<file path="src/rtl/life_pkg.sv">
// Shared definitions for the life-array read path: quadrant selectors,
// the cell-to-quadrant-bit mapping, and the reader state encoding.
package life_pkg;

  localparam logic [1:0] QUAD_TL = 2'b00;
  localparam logic [1:0] QUAD_BL = 2'b01;
  localparam logic [1:0] QUAD_TR = 2'b10;
  localparam logic [1:0] QUAD_BR = 2'b11;

  typedef enum logic [2:0] {
    ST_IDLE,
    ST_STEP,
    ST_SELECT,
    ST_WAIT,
    ST_CAPTURE,
    ST_EMIT,
    ST_DONE
  } state_e;

  // Quadrant holding global cell (r,c): column half in the MSB, row half in the LSB.
  function automatic logic [1:0] cell_quad(input logic [2:0] r, input logic [2:0] c);
    return {c[2], r[2]};
  endfunction

  // Bit position of global cell (r,c) inside its quadrant word.
  function automatic logic [3:0] cell_bit(input logic [2:0] r, input logic [2:0] c);
    return {c[1:0], r[1:0]};
  endfunction

endpackage

</file>
<file path="src/rtl/life_frame_buffer.sv">
// 64-cell frame store written one 16-bit quadrant at a time and read one row
// at a time. The row port sees the store including a same-cycle write.
module life_frame_buffer
  import life_pkg::*;
(
  input  logic        clk_i,
  input  logic        rst_i,
  input  logic        wr_en_i,
  input  logic [1:0]  wr_quad_i,
  input  logic [15:0] wr_data_i,
  input  logic [2:0]  rd_row_i,
  output logic [7:0]  rd_data_o
);

  logic [3:0][15:0] quad_q, quad_d;

  always_comb begin
    quad_d = quad_q;
    if (wr_en_i) quad_d[wr_quad_i] = wr_data_i;
  end

  always_ff @(posedge clk_i or posedge rst_i) begin
    if (rst_i) quad_q <= '0;
    else       quad_q <= quad_d;
  end

  // Write-through read so the first row can be registered on the final capture edge.
  always_comb begin
    rd_data_o = '0;
    for (int c = 0; c < 8; c++) begin
      rd_data_o[c] = quad_d[cell_quad(rd_row_i, 3'(c))][cell_bit(rd_row_i, 3'(c))];
    end
  end

endmodule

</file>
<file path="src/rtl/life_array_reader.sv">
// Read-side controller for the 8x8 life array: optional generation step,
// four-quadrant capture into a frame buffer, then row streaming over valid/ready.
module life_array_reader
  import life_pkg::*;
#(
  parameter int unsigned SAMPLE_WAIT = 1
) (
  input  logic        clk_i,
  input  logic        reset_i,
  input  logic        start_i,
  input  logic        advance_i,
  input  logic [15:0] valo_i,
  output logic [1:0]  valo_selector_o,
  output logic        step_o,
  output logic [7:0]  row_data_o,
  output logic [2:0]  row_index_o,
  output logic        row_valid_o,
  input  logic        row_ready_i,
  output logic        busy_o,
  output logic        frame_done_o
);

  localparam logic [1:0] WAIT_INIT = (SAMPLE_WAIT == 0) ? 2'd0 : 2'(SAMPLE_WAIT - 1);

  state_e      state_q, state_d;
  logic [1:0]  quad_q, quad_d;
  logic [1:0]  wait_q, wait_d;
  logic [2:0]  row_q, row_d;
  logic        wr_en;
  logic [7:0]  rd_data;

  logic [1:0]  sel_q;
  logic        step_q;
  logic [7:0]  row_data_q;
  logic        row_valid_q;
  logic        busy_q;
  logic        frame_done_q;

  life_frame_buffer u_buf (
    .clk_i     (clk_i),
    .rst_i     (reset_i),
    .wr_en_i   (wr_en),
    .wr_quad_i (quad_q),
    .wr_data_i (valo_i),
    .rd_row_i  (row_d),
    .rd_data_o (rd_data)
  );

  always_comb begin
    state_d = state_q;
    quad_d  = quad_q;
    wait_d  = wait_q;
    row_d   = row_q;
    wr_en   = 1'b0;
    unique case (state_q)
      ST_IDLE: begin
        if (start_i) begin
          quad_d  = QUAD_TL;
          state_d = advance_i ? ST_STEP : ST_SELECT;
        end
      end
      ST_STEP: state_d = ST_SELECT;
      ST_SELECT: begin
        if (SAMPLE_WAIT == 0) begin
          state_d = ST_CAPTURE;
        end else begin
          state_d = ST_WAIT;
          wait_d  = WAIT_INIT;
        end
      end
      ST_WAIT: begin
        if (wait_q == 2'd0) state_d = ST_CAPTURE;
        else                wait_d  = wait_q - 2'd1;
      end
      ST_CAPTURE: begin
        wr_en = 1'b1;
        if (quad_q == QUAD_BR) begin
          state_d = ST_EMIT;
          row_d   = 3'd0;
        end else begin
          quad_d  = quad_q + 2'd1;
          state_d = ST_SELECT;
        end
      end
      ST_EMIT: begin
        if (row_valid_q && row_ready_i) begin
          if (row_q == 3'd7) state_d = ST_DONE;
          else               row_d   = row_q + 3'd1;
        end
      end
      ST_DONE: state_d = ST_IDLE;
      default: state_d = ST_IDLE;
    endcase
  end

  // Outputs are registered from the next state so they line up with the state they describe.
  always_ff @(posedge clk_i or posedge reset_i) begin
    if (reset_i) begin
      state_q      <= ST_IDLE;
      quad_q       <= QUAD_TL;
      wait_q       <= 2'd0;
      row_q        <= 3'd0;
      sel_q        <= QUAD_TL;
      step_q       <= 1'b0;
      row_data_q   <= 8'd0;
      row_valid_q  <= 1'b0;
      busy_q       <= 1'b0;
      frame_done_q <= 1'b0;
    end else begin
      state_q      <= state_d;
      quad_q       <= quad_d;
      wait_q       <= wait_d;
      row_q        <= row_d;
      step_q       <= (state_d == ST_STEP);
      row_valid_q  <= (state_d == ST_EMIT);
      busy_q       <= (state_d != ST_IDLE);
      frame_done_q <= (state_d == ST_DONE);
      if (state_d == ST_SELECT) sel_q      <= quad_d;
      if (state_d == ST_EMIT)   row_data_q <= rd_data;
    end
  end

  assign valo_selector_o = sel_q;
  assign step_o          = step_q;
  assign row_data_o      = row_data_q;
  assign row_index_o     = row_q;
  assign row_valid_o     = row_valid_q;
  assign busy_o          = busy_q;
  assign frame_done_o    = frame_done_q;

endmodule

</file>
<file path="config.mk">
export PLATFORM = sky130hd
export DESIGN_NAME = life_array_reader
export DESIGN_NICKNAME = d
export VERILOG_FILES = /design/src/rtl/life_pkg.sv /design/src/rtl/life_frame_buffer.sv /design/src/rtl/life_array_reader.sv
export SDC_FILE = /design/constraint.sdc
export NUM_CORES = 1
export LEC_CHECK = 0
export BUFFER_PORTS_ARGS = -buffer_cell sky130_fd_sc_hd__buf_2
export CORE_AREA = 10 10 113 115
export DETAILED_ROUTE_END_ITERATION = 8
export DIE_AREA = 0 0 123 125
export PLACE_DENSITY = 0.66
export SYNTH_ARGS = -nofsm -noshare
export SYNTH_HDL_FRONTEND = slang
export SYNTH_SLANG_ARGS = --single-unit
</file>
<file path="constraint.sdc">
create_clock -name clk_i -period 3.7 [get_ports clk_i]
set_input_delay 0.555 -clock clk_i [delete_from_list [all_inputs] [get_ports clk_i]]
set_output_delay 0.555 -clock clk_i [all_outputs]
set_load 0.05 [all_outputs]
</file>
==> results.json <==
{
  "grt_start_max_net_pins": 58,
  "ys.warnings.count": 0,
  "synth_edf_count": 0,
  "grt_usage_pct": 12.0,
  "gp_congestion": 0.791,
  "max_freq_ghz": 0.373,
  "port_buffers": 37,
  "grt_pass1_vias": 2768,
  "timing.setup.tns_ns": 0,
  "syn_area_mm2": 0.00416,
  "post_drt_wl_per_cell_um": 18.5,
  "ys_ff_latch": 88,
  "cap_violations": 0,
  "dieArea_mm2": 0.0154,
  "hold_viol": 0,
  "post-cts-setup-buffers": 0,
  "die_x_um": 123,
  "coreArea_mm2": 0.0106,
  "drtIter0Drc": 131,
  "drive_gt1_share_pct": 39.1,
  "clk_latency_ns": 0.36,
  "stdcell_area_mm2": 0.00462,
  "post-synth-top-area-cell": "dfrtp_1",
  "vias": 2516,
  "routed_via_density": 5.26,
  "dr.pass1.iters": 4,
  "async_reset_ff_share_pct": 100,
  "finClkSkew_ns": 0.0104,
  "dpl.cell_count": 462,
  "synth_fp_nets": 320,
  "post-route-min-period_ns": 2.68,
  "synth_cell_types": 44,
  "start_util_pct": 39.2,
  "fin_total_pwr_mw": 4.09,
  "fp.dieH_um": 125,
  "synth_ff_type": "dfrtp_1",
  "maxSlewViolCount": 0,
  "rows": 38,
  "antenna_found_initial": 0,
  "syn-mean-instance-area_um2": 14.0,
  "numCtsBuffers": 9,
  "place_area_mm2": 0.00442,
  "max_slew_margin_pct": 36.6,
  "clockBufferDepth": 2,
  "cp_max_fo": 12,
  "timing.final.crit_share_pct": 72.5,
  "grt_overflow_total": 0,
  "synth_top_area_share_pct": 53.0,
  "clock_sinks": 88,
  "io_pins": 38,
  "rsz0062_at_grt": "false",
  "irDropWorstVdd_uv": 350,
  "path_clk_slew_ns": 0.09,
  "ctsHoldBuffers": 0,
  "syn_inst": 297,
  "cts_tree": "done",
  "htreeDepth": 3,
  "dp_hpwl_um": 6220,
  "power_density_mw_per_mm2": 885,
  "grt_pass1_wl_um": 14600,
  "worst_pin_slew_ns": 0.950,
  "cts-root-buf": "clkbuf_8",
  "leakagePower_nw": 2.04,
  "hp-class": "primary input to asynchronous set/reset pin",
  "cp-start-kind": "flip-flop",
  "path_class": "flip-flop to flip-flop",
  "setup_viol": 0,
  "fin_nets": 356,
  "status": "complete, no violations",
  "antenna_cells": 0,
  "detail-route-antenna-nets": 0,
  "ctsResizeCount": 0,
  "yosys-top-cells-area": "dfrtp_1 (53%), mux2_2 (13%), mux2_1 (8.7%)",
  "crit_path_end_kind": "flip-flop",
  "cp.required_ns": 3.91,
  "cp.arrival_ns": 2.89,
  "final_cell_count_no_fill": 478,
  "routed_wl_um": 8840,
  "synth-seq-area-share_pct": 53.0,
  "drc": 0,
  "syn_to_final_growth_pct": 11.2
}
final cells by class:
cell class | instances | area (um^2)
Clock buffer | 9 | 124
Clock inverter | 7 | 76.3
Sequential cell | 88 | 2200
Timing Repair Buffer | 41 | 215
Multi-Input combinational cell | 190 | 1820
Inverter | 3 | 12.5
Fill cell | 973 | 5980
Tap cell | 140 | 175
cells in the mapped netlist (2+ instances only):
cell type,count
a21boi_1,2
a21o_1,2
a21oi_1,6
a22o_1,3
a22oi_1,16
a31oi_1,8
and2_1,2
and3_1,2
and3b_1,3
buf_2,7
buf_4,2
buf_6,5
dfrtp_1,88
ha_1,2
inv_1,3
mux2_1,32
mux2_2,49
mux2_4,18
nand2_1,9
nand4b_4,2
nor2_1,11
o21ai_0,2
or3_1,2
metrics by stage:
step	hold WS, ns	utilization [%]	worst slack, ns
6_report	0.368	43.6	1.02
5_1_grt	0.462	43.6	0.852
4_1_cts	0.405	43.6	1.08
3_5_place_dp	0.474	41.7	1.06
3_3_place_gp	0.467	41.7	1.18
2_1_floorplan	0.456	-	0.866
final timing paths:
check,startpoint,to,slack [ns],cells past startpoint
min reg2reg,u_buf.quad_q[45],u_buf.quad_q[45],0.49,1
min in group clk_i,valo_i[12],u_buf.quad_q[60],0.48,2
max,state_q[2],row_data_o[0],1.02,7
min,reset_i,wait_q[0],0.37,2
max reg2reg,state_q[2],row_data_o[0],1.02,7
max in group asynchronous,reset_i,u_buf.quad_q[51],2.39,3
per-layer routing:
| layer | share of wire [%] | track usage [%] | wire [um] |
|---|---|---|---|
| met4 | 1.9 | 4.93 | 170 |
| met3 | 5.1 | 2.61 | 453 |
| met2 | 46 | 18.4 | 4090 |
| met1 | 47 | 15.9 | 4120 |
| met5 | 0 | 0 | 0 |
cells by family after synthesis:
family | Yosys count | share of synthesized area, %
multiplexers | 99 | 28.4
buffers and inverters | 19 | 3.28
flip-flops | 88 | 53.0
AO/OA/AOI/OAI | 46 | 7.77
AND/OR/NAND/NOR | 43 | 6.92
adder cells (fa/ha/maj) | 2 | 0.602
worst max-delay path, cell delays in order (launching register included):
cell     delay [ns]
dfrtp_1        0.63
nor2b_2        0.34
a41oi_1        0.17
nor2_2         0.46
buf_4          0.29
mux2_2         0.35
a22oi_1        0.18
a31oi_1        0.11
power breakdown:
part | total (mW) | leakage [nW] | switching [mW] | internal (mW)
sequential | 1.60 | 1.04 | 0.208 | 1.39
combinational | 1.81 | 0.907 | 0.995 | 0.816
clock | 0.680 | 0.0966 | 0.362 | 0.318
total | 4.09 | 2.04 | 1.57 | 2.53
cell usage in the layout, fill, tap and decap left out, types with 2 or more instances in the layout:
cell | netlist | routed
inv_6 | 0 | 3
clkinvlp_4 | 0 | 2
buf_2 | 7 | 37
buf_4 | 2 | 4
a22o_1 | 3 | 3
mux2_4 | 18 | 18
mux2_2 | 49 | 49
o21ai_0 | 2 | 2
a22oi_1 | 16 | 16
clkinv_2 | 0 | 2
ha_1 | 2 | 2
mux2_1 | 32 | 32
nor2_1 | 11 | 11
inv_1 | 3 | 2
a31oi_1 | 8 | 8
a21o_1 | 2 | 2
and2_1 | 2 | 2
a21boi_1 | 2 | 2
nand4b_4 | 2 | 2
or3_1 | 2 | 2
and3_1 | 2 | 2
and3b_1 | 3 | 3
nand2_1 | 9 | 9
dfrtp_1 | 88 | 88
clkbuf_8 | 0 | 9
a21oi_1 | 6 | 6
registers in the layout, summed over array words and instances, names as in the netlist:
| signal | flops |
|---|---|
| valo_selector_o | 2 |
| wait_q | 2 |
| step_o | 1 |
| state_q | 3 |
| row_index_o | 3 |
| frame_done_o | 1 |
| quad_q | 2 |
| u_buf.quad_q | 64 |
| row_valid_o | 1 |
| row_data_o | 8 |
| busy_o | 1 |
Power figures use the tool's default switching activity.
